File: src/rtl/mem_bus_pkg.sv
`default_nettype none
//============================================================================
// Module : mem_bus_pkg
// Brief  : Shared FSM state type and default address map for mem_bus_controller
// Rev    : 1.0 - initial release
//============================================================================
package mem_bus_pkg;

  typedef enum logic [1:0] {
    ST_IDLE   = 2'd0,
    ST_ACCESS = 2'd1,
    ST_DONE   = 2'd2,
    ST_ERROR  = 2'd3
  } state_t;

  localparam int c_DEFAULT_TIMEOUT = 16;

  // Slave 3 in the upper word down to slave 0 in the lower word.
  localparam logic [127:0] c_DEFAULT_BASE = {32'h1001_0110, 32'h1001_0100,
                                             32'h0040_0000, 32'h1001_0000};
  localparam logic [127:0] c_DEFAULT_MASK = {32'hFFFF_FFF0, 32'hFFFF_FFF0,
                                             32'hFFFF_F000, 32'hFFFF_FF00};

endpackage
`default_nettype wire

File: src/rtl/mem_bus_if.sv
`default_nettype none
//============================================================================
// Module : mem_bus_if
// Brief  : Control-unit request bus plus slave-side select/strobe/data bus
// Rev    : 1.0 - initial release
//============================================================================
interface mem_bus_if #(
  parameter int ADDR_LENGTH = 32,
  parameter int DATA_LENGTH = 32,
  parameter int NUM_SLAVES  = 4
);
  logic                              MemRead;
  logic                              MemWrite;
  logic [ADDR_LENGTH-1:0]            AddrIn;
  logic [DATA_LENGTH-1:0]            DataIn;
  logic [DATA_LENGTH-1:0]            DataOut;
  logic                              Ready;
  logic                              Error;
  logic [ADDR_LENGTH-1:0]            AddrOut;
  logic [DATA_LENGTH-1:0]            WrData;
  logic [NUM_SLAVES-1:0]             Select;
  logic                              Write;
  logic                              Read;
  logic [NUM_SLAVES*DATA_LENGTH-1:0] SlaveData;
  logic [NUM_SLAVES-1:0]             SlaveReady;

  // Controller view.
  modport master (
    input  MemRead, MemWrite, AddrIn, DataIn, SlaveData, SlaveReady,
    output DataOut, Ready, Error, AddrOut, WrData, Select, Write, Read
  );

  // Environment view: control unit and slave devices.
  modport slave (
    output MemRead, MemWrite, AddrIn, DataIn, SlaveData, SlaveReady,
    input  DataOut, Ready, Error, AddrOut, WrData, Select, Write, Read
  );
endinterface
`default_nettype wire

File: src/rtl/mem_bus_addr_decode.sv
`default_nettype none
//============================================================================
// Module : mem_bus_addr_decode
// Brief  : Combinational base/mask address match, lowest slave index wins
// Rev    : 1.0 - initial release
//============================================================================
module mem_bus_addr_decode #(
  parameter int ADDR_LENGTH = 32,
  parameter int NUM_SLAVES  = 4,
  parameter int IDX_W       = 2,
  parameter logic [NUM_SLAVES*ADDR_LENGTH-1:0] SLAVE_BASE = '0,
  parameter logic [NUM_SLAVES*ADDR_LENGTH-1:0] SLAVE_MASK = '0
) (
  input  wire logic [ADDR_LENGTH-1:0] i_addr,
  output logic                        o_hit,
  output logic [IDX_W-1:0]            o_idx
);

  // Scan downward so a lower-index match overwrites a higher one.
  always_comb begin
    o_hit = 1'b0;
    o_idx = '0;
    for (int i = NUM_SLAVES - 1; i >= 0; i--) begin
      if ((i_addr & SLAVE_MASK[i*ADDR_LENGTH +: ADDR_LENGTH]) ==
          SLAVE_BASE[i*ADDR_LENGTH +: ADDR_LENGTH]) begin
        o_hit = 1'b1;
        o_idx = IDX_W'(i);
      end
    end
  end

endmodule
`default_nettype wire

File: src/rtl/mem_bus_controller.sv
`default_nettype none
//============================================================================
// Module : mem_bus_controller
// Brief  : Memory-mapped bus controller with wait states and bus-error timeout
// Rev    : 1.0 - initial release
//============================================================================
module mem_bus_controller
  import mem_bus_pkg::*;
#(
  parameter int ADDR_LENGTH    = 32,
  parameter int DATA_LENGTH    = 32,
  parameter int NUM_SLAVES     = 4,
  parameter logic [NUM_SLAVES*ADDR_LENGTH-1:0] SLAVE_BASE =
    (NUM_SLAVES*ADDR_LENGTH)'(c_DEFAULT_BASE),
  parameter logic [NUM_SLAVES*ADDR_LENGTH-1:0] SLAVE_MASK =
    (NUM_SLAVES*ADDR_LENGTH)'(c_DEFAULT_MASK),
  parameter int TIMEOUT_CYCLES = c_DEFAULT_TIMEOUT
) (
  input wire logic  clk,
  input wire logic  rst,
  mem_bus_if.master bus
);

  localparam int IDX_W = (NUM_SLAVES > 1) ? $clog2(NUM_SLAVES) : 1;
  localparam int CNT_W = $clog2(TIMEOUT_CYCLES) + 1;
  localparam logic [CNT_W-1:0]      c_CNT_LAST = CNT_W'(TIMEOUT_CYCLES - 1);
  localparam logic [NUM_SLAVES-1:0] c_ONE      = NUM_SLAVES'(1);

  state_t                 r_state;
  state_t                 w_next;
  logic [CNT_W-1:0]       r_count;
  logic [IDX_W-1:0]       r_idx;
  logic                   r_is_read;
  logic [DATA_LENGTH-1:0] r_data_out;
  logic                   r_ready;
  logic                   r_error;
  logic [ADDR_LENGTH-1:0] r_addr_out;
  logic [DATA_LENGTH-1:0] r_wr_data;
  logic [NUM_SLAVES-1:0]  r_select;
  logic                   r_read;
  logic                   r_write;

  logic                   w_dec_hit;
  logic [IDX_W-1:0]       w_dec_idx;
  logic [IDX_W-1:0]       w_sel_idx;
  logic                   w_cur_read;
  logic                   w_slave_ready;
  logic [DATA_LENGTH-1:0] w_slave_data;

  mem_bus_addr_decode #(
    .ADDR_LENGTH (ADDR_LENGTH),
    .NUM_SLAVES  (NUM_SLAVES),
    .IDX_W       (IDX_W),
    .SLAVE_BASE  (SLAVE_BASE),
    .SLAVE_MASK  (SLAVE_MASK)
  ) u_decode (
    .i_addr (bus.AddrIn),
    .o_hit  (w_dec_hit),
    .o_idx  (w_dec_idx)
  );

  assign w_slave_ready = bus.SlaveReady[r_idx];
  assign w_slave_data  = bus.SlaveData[r_idx*DATA_LENGTH +: DATA_LENGTH];

  // On the accept edge the latched slot is not yet loaded, so use the decoder.
  assign w_sel_idx  = (r_state == ST_IDLE) ? w_dec_idx    : r_idx;
  assign w_cur_read = (r_state == ST_IDLE) ? bus.MemRead  : r_is_read;

  always_comb begin
    w_next = r_state;
    unique case (r_state)
      ST_IDLE: begin
        if (bus.MemRead || bus.MemWrite) begin
          w_next = ((bus.MemRead ^ bus.MemWrite) && w_dec_hit) ? ST_ACCESS : ST_ERROR;
        end
      end
      ST_ACCESS: begin
        if (!bus.MemRead && !bus.MemWrite) begin
          w_next = ST_IDLE;
        end else if (w_slave_ready) begin
          w_next = ST_DONE;
        end else if (r_count == c_CNT_LAST) begin
          w_next = ST_ERROR;
        end
      end
      ST_DONE:  w_next = ST_IDLE;
      ST_ERROR: w_next = ST_IDLE;
      default:  w_next = ST_IDLE;
    endcase
  end

  // All bus-facing outputs are decoded from the next state and registered.
  always_ff @(posedge clk or posedge rst) begin
    if (rst) begin
      r_state    <= ST_IDLE;
      r_count    <= '0;
      r_idx      <= '0;
      r_is_read  <= 1'b0;
      r_data_out <= '0;
      r_ready    <= 1'b0;
      r_error    <= 1'b0;
      r_addr_out <= '0;
      r_wr_data  <= '0;
      r_select   <= '0;
      r_read     <= 1'b0;
      r_write    <= 1'b0;
    end else begin
      r_state <= w_next;
      r_ready <= (w_next == ST_DONE) || (w_next == ST_ERROR);
      r_error <= (w_next == ST_ERROR);

      if (r_state == ST_IDLE && w_next == ST_ACCESS) begin
        r_addr_out <= bus.AddrIn;
        r_wr_data  <= bus.DataIn;
        r_is_read  <= bus.MemRead;
        r_idx      <= w_dec_idx;
        r_count    <= '0;
      end else if (r_state == ST_ACCESS && r_count != c_CNT_LAST) begin
        r_count <= r_count + 1'b1;
      end

      if (w_next == ST_ERROR) begin
        r_data_out <= '0;
      end else if (r_state == ST_ACCESS && w_next == ST_DONE && r_is_read) begin
        r_data_out <= w_slave_data;
      end

      if (w_next == ST_ACCESS) begin
        r_select <= c_ONE << w_sel_idx;
        r_read   <= w_cur_read;
        r_write  <= ~w_cur_read;
      end else begin
        r_select <= '0;
        r_read   <= 1'b0;
        r_write  <= 1'b0;
      end
    end
  end

  assign bus.DataOut = r_data_out;
  assign bus.Ready   = r_ready;
  assign bus.Error   = r_error;
  assign bus.AddrOut = r_addr_out;
  assign bus.WrData  = r_wr_data;
  assign bus.Select  = r_select;
  assign bus.Read    = r_read;
  assign bus.Write   = r_write;

endmodule
`default_nettype wire

File: src/flat_wrapper.sv
// flat-port wrapper written by rule: the top's interface ports become plain ports
module mem_bus_controller_flat import mem_bus_pkg::*;
#(
  parameter int ADDR_LENGTH    = 32,
  parameter int DATA_LENGTH    = 32,
  parameter int NUM_SLAVES     = 4,
  parameter logic [NUM_SLAVES*ADDR_LENGTH-1:0] SLAVE_BASE =
    (NUM_SLAVES*ADDR_LENGTH)'(c_DEFAULT_BASE),
  parameter logic [NUM_SLAVES*ADDR_LENGTH-1:0] SLAVE_MASK =
    (NUM_SLAVES*ADDR_LENGTH)'(c_DEFAULT_MASK),
  parameter int TIMEOUT_CYCLES = c_DEFAULT_TIMEOUT
)
  (clk, rst, bus_MemRead, bus_MemWrite, bus_AddrIn, bus_DataIn, bus_SlaveData, bus_SlaveReady, bus_DataOut, bus_Ready, bus_Error, bus_AddrOut, bus_WrData, bus_Select, bus_Write, bus_Read);
  mem_bus_if #(.ADDR_LENGTH(ADDR_LENGTH), .DATA_LENGTH(DATA_LENGTH), .NUM_SLAVES(NUM_SLAVES)) bus_i ();
  input wire logic clk;
  input wire logic rst;
  input wire logic [$bits(bus_i.MemRead)-1:0] bus_MemRead;
  input wire logic [$bits(bus_i.MemWrite)-1:0] bus_MemWrite;
  input wire logic [$bits(bus_i.AddrIn)-1:0] bus_AddrIn;
  input wire logic [$bits(bus_i.DataIn)-1:0] bus_DataIn;
  input wire logic [$bits(bus_i.SlaveData)-1:0] bus_SlaveData;
  input wire logic [$bits(bus_i.SlaveReady)-1:0] bus_SlaveReady;
  output wire logic [$bits(bus_i.DataOut)-1:0] bus_DataOut;
  output wire logic [$bits(bus_i.Ready)-1:0] bus_Ready;
  output wire logic [$bits(bus_i.Error)-1:0] bus_Error;
  output wire logic [$bits(bus_i.AddrOut)-1:0] bus_AddrOut;
  output wire logic [$bits(bus_i.WrData)-1:0] bus_WrData;
  output wire logic [$bits(bus_i.Select)-1:0] bus_Select;
  output wire logic [$bits(bus_i.Write)-1:0] bus_Write;
  output wire logic [$bits(bus_i.Read)-1:0] bus_Read;
  assign bus_i.MemRead = bus_MemRead;
  assign bus_i.MemWrite = bus_MemWrite;
  assign bus_i.AddrIn = bus_AddrIn;
  assign bus_i.DataIn = bus_DataIn;
  assign bus_i.SlaveData = bus_SlaveData;
  assign bus_i.SlaveReady = bus_SlaveReady;
  assign bus_DataOut = bus_i.DataOut;
  assign bus_Ready = bus_i.Ready;
  assign bus_Error = bus_i.Error;
  assign bus_AddrOut = bus_i.AddrOut;
  assign bus_WrData = bus_i.WrData;
  assign bus_Select = bus_i.Select;
  assign bus_Write = bus_i.Write;
  assign bus_Read = bus_i.Read;
  mem_bus_controller #(.ADDR_LENGTH(ADDR_LENGTH), .DATA_LENGTH(DATA_LENGTH), .NUM_SLAVES(NUM_SLAVES), .SLAVE_BASE(SLAVE_BASE), .SLAVE_MASK(SLAVE_MASK), .TIMEOUT_CYCLES(TIMEOUT_CYCLES)) u_core (.clk(clk), .rst(rst), .bus(bus_i));
endmodule
File: config.mk
export PLATFORM = sky130hd
export DESIGN_NAME = mem_bus_controller_flat
export DESIGN_NICKNAME = d
export VERILOG_FILES = /design/src/rtl/mem_bus_pkg.sv /design/src/rtl/mem_bus_if.sv /design/src/rtl/mem_bus_addr_decode.sv /design/src/rtl/mem_bus_controller.sv /design/src/flat_wrapper.sv
export SDC_FILE = /design/constraint.sdc
export NUM_CORES = 1
export LEC_CHECK = 0
export BUFFER_PORTS_ARGS = -buffer_cell sky130_fd_sc_hd__buf_2
export CAP_MARGIN = 10
export CORE_AREA = 2 2 117 119
export DETAILED_ROUTE_END_ITERATION = 16
export DIE_AREA = 0 0 119 121
export PLACE_DENSITY_LB_ADDON = 0.15
export SYNTH_ARGS = -nofsm -noshare
export SYNTH_HDL_FRONTEND = slang
export SYNTH_SLANG_ARGS = --single-unit
File: constraint.sdc
create_clock -name clk -period 4.4 [get_ports clk]
set_input_delay 0.22 -clock clk [delete_from_list [all_inputs] [get_ports clk]]
set_output_delay 0.22 -clock clk [all_outputs]
set_load 0.05 [all_outputs]
After elaboration in Yosys (flattened, before gate mapping)
Cells that the tools add are included.

Register bits: 114. Bits of input ports: 200. Output and inout port bits: 104. Word-level logic and storage cells: 69.

Add/subtract/negate cells: 1. Magnitude comparators: 1. Eq/ne operators: 12. Shifts and indexed selects: 2. Muxes and demuxes: 25. Bitwise logic cells: 2. Reductions and logical operators: 14.

Operator list (number): 128-bit by 8-bit indexed part select with 32-bit output (1); 32-bit 2-to-1 mux (2); 28-bit by 25-bit equality test with 1-bit output, second input constant (2); 24-bit by 21-bit equality test with 1-bit output, second input constant (1); 20-bit by 11-bit equality test with 1-bit output, second input constant (1); 2-bit 2-to-1 mux (10); 5-bit 2-to-1 mux (2); 2-bit equality test, second input constant (4); 1-bit 2-to-1 mux (8); 1-bit logical AND (6); 2-bit case mux with 3 select lines (1); 5-bit by 1-bit adder with 5-bit output, second input constant (1); 5-bit by 4-bit equality test with 1-bit output, second input constant (1); 5-bit by 4-bit != test with 1-bit output, second input constant (1); 2-bit by 1-bit equality test with 1-bit output, second input constant (2); 4-bit 2-to-1 mux (1); 2-bit nonzero test (2); 1-bit by 2-bit left shift with 4-bit output, first input constant (1); 2-bit by 3-bit less-than comparator with 1-bit output, second input constant (1); 1-bit binary-select mux with 2-bit select (1); 1-bit zero test (2); 2-bit zero test (1); 1-bit logical OR (2); 2-bit OR reduction (1); 2 further kinds (2).

Longest topological paths before layout
Gate-level depths: netlist (run 1).

Depth in word-level cells: 14. Gate-level depth with buffers: 9. Mapped depth without buffers: 8.

By module
A second synthesis (run 1) with hierarchy kept.

Cells, all modules: 481. Area, all modules: 5256.3 um^2.

Modules (own cells, without submodules): mem_bus_controller (times used 1, cells an instance 463, area an instance 5098.6 um^2, sequential area each 2852.7 um^2); mem_bus_addr_decode (times used 1, cells an instance 18, area an instance 157.7 um^2, sequential area each 0.0 um^2).

Worst setup path after synthesis (run 1)
Ideal clock, no wire load.

Path type: reg2reg. Start: register u_core.r_count[0]. End: register u_core.r_addr_out[0], in the netlist u_core.bus.AddrOut[0]. Setup time: 0.125 ns. Data arrival time: 2.071 ns. Required time: 4.275 ns. Setup slack: 2.204 ns. Cell stages (with the launch flop): 10. Path buffers: 2. Period minus slack after synthesis: 2.196 ns. Cells stage by stage: dfrtp_1 -> ha_1 -> and3_1 -> ha_1 -> nand2b_1 -> o21ai_4 -> nand4_2 -> buf_6 -> buf_6 -> mux2_4.

Cells in the longest elaborated chain, start to end: 7.

RTL lines: from (decl) (RTL line mem_bus_controller.sv:31) `logic [CNT_W-1:0] r_count;`; from (signal assigned) (RTL line mem_bus_controller.sv:119) `r_count <= r_count + 1'b1;`; 5-bit by 4-bit equality test with 1-bit output (RTL line mem_bus_controller.sv:82) `end else if (r_count == c_CNT_LAST) begin`; 2-bit 2-to-1 mux (RTL line mem_bus_controller.sv:82); 2-bit 2-to-1 mux (RTL line mem_bus_controller.sv:80) `end else if (w_slave_ready) begin`; 2-bit 2-to-1 mux (RTL line mem_bus_controller.sv:78) `if (!bus.MemRead && !bus.MemWrite) begin`; 2-bit case mux with 3 select lines (RTL line mem_bus_controller.sv:71) `unique case (r_state)`; 2-bit by 1-bit equality test with 1-bit output (RTL line mem_bus_controller.sv:112) `if (r_state == ST_IDLE && w_next == ST_ACCESS) begin`; 1-bit logical AND (RTL line mem_bus_controller.sv:112); to (signal assigned) (RTL line mem_bus_controller.sv:113) `r_addr_out <= bus.AddrIn;`; to (decl) (RTL line mem_bus_controller.sv:37) `logic [ADDR_LENGTH-1:0] r_addr_out;`.

Every way passes these cells. A chain may end at the register's enable or synchronous reset.

Worst setup path after layout (run 1)
Start: register u_core.r_idx[1]. End: register u_core.r_wr_data[11], in the netlist u_core.bus.WrData[11].

Cells in the longest elaborated chain, start to end: 7.

RTL lines: from (decl) (RTL line mem_bus_controller.sv:32) `logic [IDX_W-1:0] r_idx;`; from (signal assigned) (RTL line mem_bus_controller.sv:116) `r_idx <= w_dec_idx;`; 1-bit binary-select mux with 2-bit select (RTL line mem_bus_controller.sv:62) `assign w_slave_ready = bus.SlaveReady[r_idx];`; 1-bit 2-to-1 mux (implied by the code) (RTL line mem_bus_controller.sv:62); 2-bit 2-to-1 mux (RTL line mem_bus_controller.sv:80); 2-bit 2-to-1 mux (RTL line mem_bus_controller.sv:78); 2-bit case mux with 3 select lines (RTL line mem_bus_controller.sv:71); 2-bit by 1-bit equality test with 1-bit output (RTL line mem_bus_controller.sv:112); 1-bit logical AND (RTL line mem_bus_controller.sv:112); to (signal assigned) (RTL line mem_bus_controller.sv:114) `r_wr_data <= bus.DataIn;`; to (decl) (RTL line mem_bus_controller.sv:38) `logic [DATA_LENGTH-1:0] r_wr_data;`.

Every way passes these cells. The select of a mux whose other input is x is not followed.

==> flow_metrics.env, run 1 <==
export IMPL_outcome="finished, final reports clean"
export IMPL_peakVddDrop_mv=0.249
export IMPL_synth_compound_area_frac=0.0801
export IMPL_critPathRequiredTime_ns=4.68
export IMPL_clock_path_buffers=2
export IMPL_layout_setup_ws_ns=1.50
export IMPL_rsz0062_at_grt="no"
export IMPL_syn_inst=346
export IMPL_final_cell_mix="buf_2, dfrtp_1, mux4_2, a22o_1, mux2_4"
export IMPL_layout_commonest_cell="buf_2"
export IMPL_yosysWarnings=0
export IMPL_p_leak_uw=0.00417
export IMPL_core_area_mm2=0.0131
export IMPL_synth_xor_xnor_area_share=0.00495
export IMPL_routedWlPerCell_um=17.4
export IMPL_hold_ws_ns=0.0347
export IMPL_antenna_left=0
export IMPL_finClkSkew_ns=0.00934
export IMPL_ys_ff_latch=114
export IMPL_critPathMaxFanout=49
export IMPL_initial_core_util=0.406
export IMPL_grt_start_max_net_pins=81
export IMPL_drt_wl_total_um=14600
export IMPL_cts_hold_buf=0
export IMPL_multi_input_area_mm2=0.00232
export IMPL_fin_crit_ns=2.90
export IMPL_vias_per_cell=4.97
export IMPL_cts_tree="done"
export IMPL_slew_violations=0
export IMPL_io_buffers=303
export IMPL_drcViolationCount=0
export IMPL_startpoint_type="flop"
export IMPL_htreeDepth=4
export IMPL_post_dp_cell_area_mm2=0.00698
export IMPL_antenna_found_initial=2
export IMPL_avgSynthCellArea_um2=15.3
export IMPL_cts_setup_buffers=0
export IMPL_overflow=0
export IMPL_first_pass_iters=4
export IMPL_maxSlewHeadroom=0.368
export IMPL_dpl_worst_slack_ns=1.47
export IMPL_drv_cap=0
export IMPL_vias=4175
export IMPL_power_frac_comb=0.117
export IMPL_die_height_um=121
export IMPL_p_seq_frac=0.394
export IMPL_hold_viol=0
export IMPL_die_area_mm2=0.0144
export IMPL_cts_sinks=114
export IMPL_tns_ns=0
export IMPL_ios=304
export IMPL_initialDrtViolationCount=181
export IMPL_stdcell_area_mm2=0.00758
export IMPL_gr_usage_all_layers=0.206
export IMPL_switching_share=0.248
export IMPL_syn_num_nets=549
export IMPL_powerDensity_mw_per_mm2=374
export IMPL_drive_gt1_frac=0.644
export IMPL_net_switching_power_uw=703
export IMPL_post_cts_resized=0
export IMPL_synth_edff_count=0
export IMPL_hpwlAfterDp_um=11100
export IMPL_cp_end_kind="flop"
export IMPL_synthArstFlopShare=1.00
export IMPL_cts_clk_slew_worst_paths_ns=0.06
export IMPL_setup_violations=0
export IMPL_max_freq_mhz=345
export IMPL_seq_area_mm2=0.00286
export IMPL_synth_flop_cell="dfrtp_1"
export IMPL_synth_adder_area_share=0.00707
export IMPL_grt_pass1_vias=4365
export IMPL_grt_pass1_wl_um=23100
export IMPL_synth_area_mm2=0.00531
export IMPL_worstMarginPinSlew_ns=0.949
export IMPL_clockRootBuffer="clkbuf_16"
export IMPL_syn2layout_area_growth_pct=42.8
export IMPL_clock_latency_ns=0.40
export IMPL_ys_types=42
export IMPL_yosys_area_share_simple=0.0707
export IMPL_min_period_over_period=0.659
export IMPL_critPathKind="flop to flop"
export IMPL_gp_congestion=0.848
export IMPL_numCtsBuffers=17
export IMPL_yosysSeqAreaShare=0.537
export IMPL_rows=42
export IMPL_nets=853
export IMPL_p_total_uw=2830
export IMPL_synth_top_family_by_area="multiplexers"
export IMPL_hp_class="primary input to async pin"
export IMPL_muxShareOfSynthArea=0.271
export IMPL_fillerInstances=1062
export IMPL_cp_arrival_ns=3.18
export IMPL_internal_power_uw=2130
export IMPL_die_w_um=119
export IMPL_power_share_clock=0.490
-- synth_stat cells (2+ instances only) --
cell | instances | area share
nor4_1 | 4 | 0.0047
a31oi_1 | 5 | 0.0059
ha_1 | 3 | 0.0071
a22o_1 | 32 | 0.053
a21oi_1 | 4 | 0.0038
mux4_2 | 33 | 0.14
o21ai_0 | 4 | 0.0038
nor4b_1 | 2 | 0.0033
nand2_1 | 5 | 0.0035
nand3_1 | 2 | 0.0019
mux2_1 | 5 | 0.011
mux2_4 | 30 | 0.085
o31ai_1 | 2 | 0.0028
dfrtp_1 | 114 | 0.54
clkbuf_1 | 12 | 0.0085
nand4_1 | 2 | 0.0024
xor2_1 | 2 | 0.0033
nor3_1 | 2 | 0.0019
nand2b_1 | 2 | 0.0024
inv_1 | 5 | 0.0035
mux2_2 | 16 | 0.034
buf_2 | 4 | 0.0038
and2_1 | 17 | 0.020
nor2_1 | 15 | 0.011
and3_1 | 2 | 0.0024
buf_6 | 6 | 0.013
-- final cells by class --
class / instances / share of cell area
sequential: 114 / 0.377
multi-input combinational: 205 / 0.306
timing repair buffer: 307 / 0.206
clock buffer: 19 / 0.0584
tap: 176 / 0.0290
clock inverter: 13 / 0.0211
inverter: 5 / 0.00281
antenna: 1 / 0.000330
-- sequential cells by signal, indices dropped and copies added (netlist names) --
register            cells
u_core.bus.Read         1
u_core.bus.Ready        1
u_core.bus.AddrOut     32
u_core.r_is_read        1
u_core.r_count          5
u_core.bus.Select       4
u_core.bus.Error        1
u_core.bus.Write        1
u_core.r_state          2
u_core.bus.WrData      32
u_core.r_idx            2
u_core.bus.DataOut     32
-- power groups by stage --
stage	Sequential [µW]	Combinational [µW]	Clock, µW
2_1_floorplan	1150	167	0
3_3_place_gp	1130	323	0
3_5_place_dp	1130	334	0
4_1_cts	1110	336	1420
5_1_grt	1120	369	1480
6_report	1120	331	1390
-- cell families (layout without fill, tap and decap cells) --
logic type | Yosys count | in the layout
flip-flops | 114 | 114
multiplexers | 85 | 85
AND/OR/NAND/NOR | 61 | 61
AO/OA/AOI/OAI | 53 | 53
buffers and inverters | 27 | 344
adder cells (fa/ha/maj) | 3 | 3
XOR/XNOR | 3 | 3
other | 0 | 1
-- final timing paths --
check / slack [ns] / startpoint / endpoint / cells after the start
worst max-delay path: 1.50 / u_core.r_idx[1] / u_core.bus.WrData[11] / 5
worst min-delay path: 0.03 / rst / u_core.bus.WrData[19] / 2
worst max register to register: 1.50 / u_core.r_idx[1] / u_core.bus.WrData[11] / 5
worst min register to register: 0.48 / u_core.bus.AddrOut[13] / u_core.bus.AddrOut[13] / 1
max in group asynchronous: 3.31 / rst / u_core.r_idx[0] / 3
min in group clk: 0.04 / bus_DataIn[28] / u_core.bus.WrData[28] / 2
-- per-layer routing --
layer / vias up / part of all wire / track usage
met5: - / 0.00089 / 0
met4: 2 / 0.0088 / 0.0558
met3: 12 / 0.065 / 0.0484
met2: 192 / 0.50 / 0.344
met1: 2044 / 0.42 / 0.271
li1: 1925 / - / -
-- metrics by stage --
| stage | instances | utilization |
|---|---|---|
| finish | 840 | 0.579 |
| global route | 840 | 0.579 |
| CTS | 839 | 0.579 |
| detailed placement | 807 | 0.533 |
| global placement | 807 | 0.533 |
| floorplan | 346 | - |
-- worst max-delay path: stages (launching register included) --
cell and delay [ns]:
dfrtp_2 0.89, mux4_2 0.48, o21ai_4 0.26, nand4_4 0.42, buf_12 0.37, mux2_4 0.33
No activity file was read; power rests on OpenSTA's default activity.
==> run 2, diff against run 1 <==
==> constraint.sdc (replaced) <==
create_clock -name clk -period 2.79 [get_ports clk]
set_input_delay 0.1395 -clock clk [delete_from_list [all_inputs] [get_ports clk]]
set_output_delay 0.1395 -clock clk [all_outputs]
set_load 0.05 [all_outputs]
==> flow_metrics.env, run 2 (synthesized netlist as in run 1, its figures left out) <==
export IMPL_setup_violations=0
export IMPL_wl_met2_um=8160
export IMPL_antenna_cells=0
export IMPL_drt_wl_total_um=15900
export IMPL_grt_pass1_vias=4868
export IMPL_antenna_left=0
export IMPL_drcViolationCount=0
export IMPL_critPathKind="flop to flop"
export IMPL_gp_congestion=0.817
export IMPL_crit_top_cell="ha_1"
export IMPL_powerDensity_mw_per_mm2=559
export IMPL_first_pass_iters=4
export IMPL_gr_usage_all_layers=0.224
export IMPL_die_height_um=121
export IMPL_hpwlAfterDp_um=11500
export IMPL_finClkSkew_ns=0.0110
export IMPL_drt_met1_wl_um=6260
export IMPL_vias_per_cell=5.06
export IMPL_hold_viol=0
export IMPL_min_period_over_period=0.859
export IMPL_clock_latency_ns=0.42
export IMPL_initialDrtViolationCount=203
export IMPL_hold_ws_ns=0.0576
export IMPL_io_buffers=303
export IMPL_drive_gt1_frac=0.604
export IMPL_cts_clk_slew_worst_paths_ns=0.05
export IMPL_cts_hold_buf=47
export IMPL_critPathRequiredTime_ns=3.08
export IMPL_worstMarginPinSlew_ns=0.913
export IMPL_maxSlewHeadroom=0.390
export IMPL_cts_setup_buffers=0
export IMPL_grt_start_max_net_pins=66
export IMPL_cts_sinks=114
export IMPL_die_area_mm2=0.0144
export IMPL_crit_slowest_cell="dfrtp_1"
export IMPL_clock_path_buffers=2
export IMPL_cts_tree="done"
export IMPL_numCtsBuffers=17
export IMPL_layout_commonest_cell="buf_2"
export IMPL_clockRootBuffer="clkbuf_16"
export IMPL_max_freq_mhz=417
export IMPL_syn2layout_area_growth_pct=52.5
export IMPL_cp_end_kind="flop"
export IMPL_stdcell_area_mm2=0.00810
export IMPL_peakVddDrop_mv=0.458
export IMPL_p_leak_uw=0.00442
export IMPL_ios=304
export IMPL_rows=42
export IMPL_crit_chain="ha_1 > and3_1 > ha_1 > nand2b_1 > o21ai_4 > nand4_4 > buf_12 > mux2_4"
export IMPL_utilization=0.619
export IMPL_outcome="finished, final reports clean"
export IMPL_post_dp_cell_area_mm2=0.00703
export IMPL_worst_path_stages=8
export IMPL_grt_pass1_wl_um=24700
export IMPL_wl_met3_um=993
export IMPL_rsz0062_at_grt="no"
export IMPL_tns_ns=0
export IMPL_worstHoldPathCells=2
export IMPL_antenna_found_initial=0
export IMPL_initial_core_util=0.406
export IMPL_nets=905
export IMPL_overflow=0
export IMPL_drv_cap=0
export IMPL_path_delay_family="simple AND/OR/NAND/NOR gates"
export IMPL_die_w_um=119
export IMPL_critPathMaxFanout=65
export IMPL_post_cts_resized=0
export IMPL_htreeDepth=4
export IMPL_rr_worst_depth=8
export IMPL_vias=4506
export IMPL_critPathBufInv=1
export IMPL_routedWlPerCell_um=17.8
export IMPL_core_area_mm2=0.0131
export IMPL_slew_violations=0
export IMPL_fin_crit_ns=2.40
export IMPL_startpoint_type="flop"
export IMPL_final_cell_mix="buf_2, dfrtp_1, dlygate4sd3_1, mux4_2, a22o_1"
export IMPL_slowest_delay_ns=0.40
export IMPL_hp_class="primary input to flop"
export IMPL_cp_arrival_ns=2.69
export IMPL_top_layer="met4"
export IMPL_r2r_slack_ns=0.39
==> run 2: per-stage QoR <==
stage	setup WS (ns)	total power, µW	std cells
6_report	0.392	4520	890
3_5_place_dp	0.410	2330	812
3_3_place_gp	0.515	2310	812
4_1_cts	0.400	4570	890
2_1_floorplan	0.594	2080	346
5_1_grt	0.187	4710	890
==> run 2: final timing paths <==
check	to	startpoint
max in group asynchronous	u_core.bus.WrData[4]	rst
max	u_core.bus.WrData[2]	u_core.r_count[0]
min reg2reg	u_core.bus.AddrOut[29]	u_core.bus.AddrOut[29]
min	u_core.bus.AddrOut[28]	bus_AddrIn[16]
min in group asynchronous	u_core.bus.DataOut[12]	rst
max reg2reg	u_core.bus.WrData[2]	u_core.r_count[0]
==> run 2: cell type report <==
cell class                 count  area, µm²
tap                          176        220
inverter                       5       22.5
clock buffer                  19        453
clock inverter                12        139
multi-input combinational    205       2320
fill                        1009       4990
timing repair buffer         359       2090
sequential                   114       2850
==> run 2: where the power goes <==
part           switching (µW)  internal, µW  leakage (µW)
clock network             735          1430      0.000302
registers                49.6          1710       0.00157
logic                     318           281       0.00255
total                    1100          3420       0.00442
==> run 2: metal layers <==
| metal | track usage | vias up |
|---|---|---|
| li1 | - | 2033 |
| met2 | 0.385 | 212 |
| met1 | 0.264 | 2227 |
| met3 | 0.0592 | 34 |
| met5 | 0 | - |
| met4 | 0.101 | 0 |
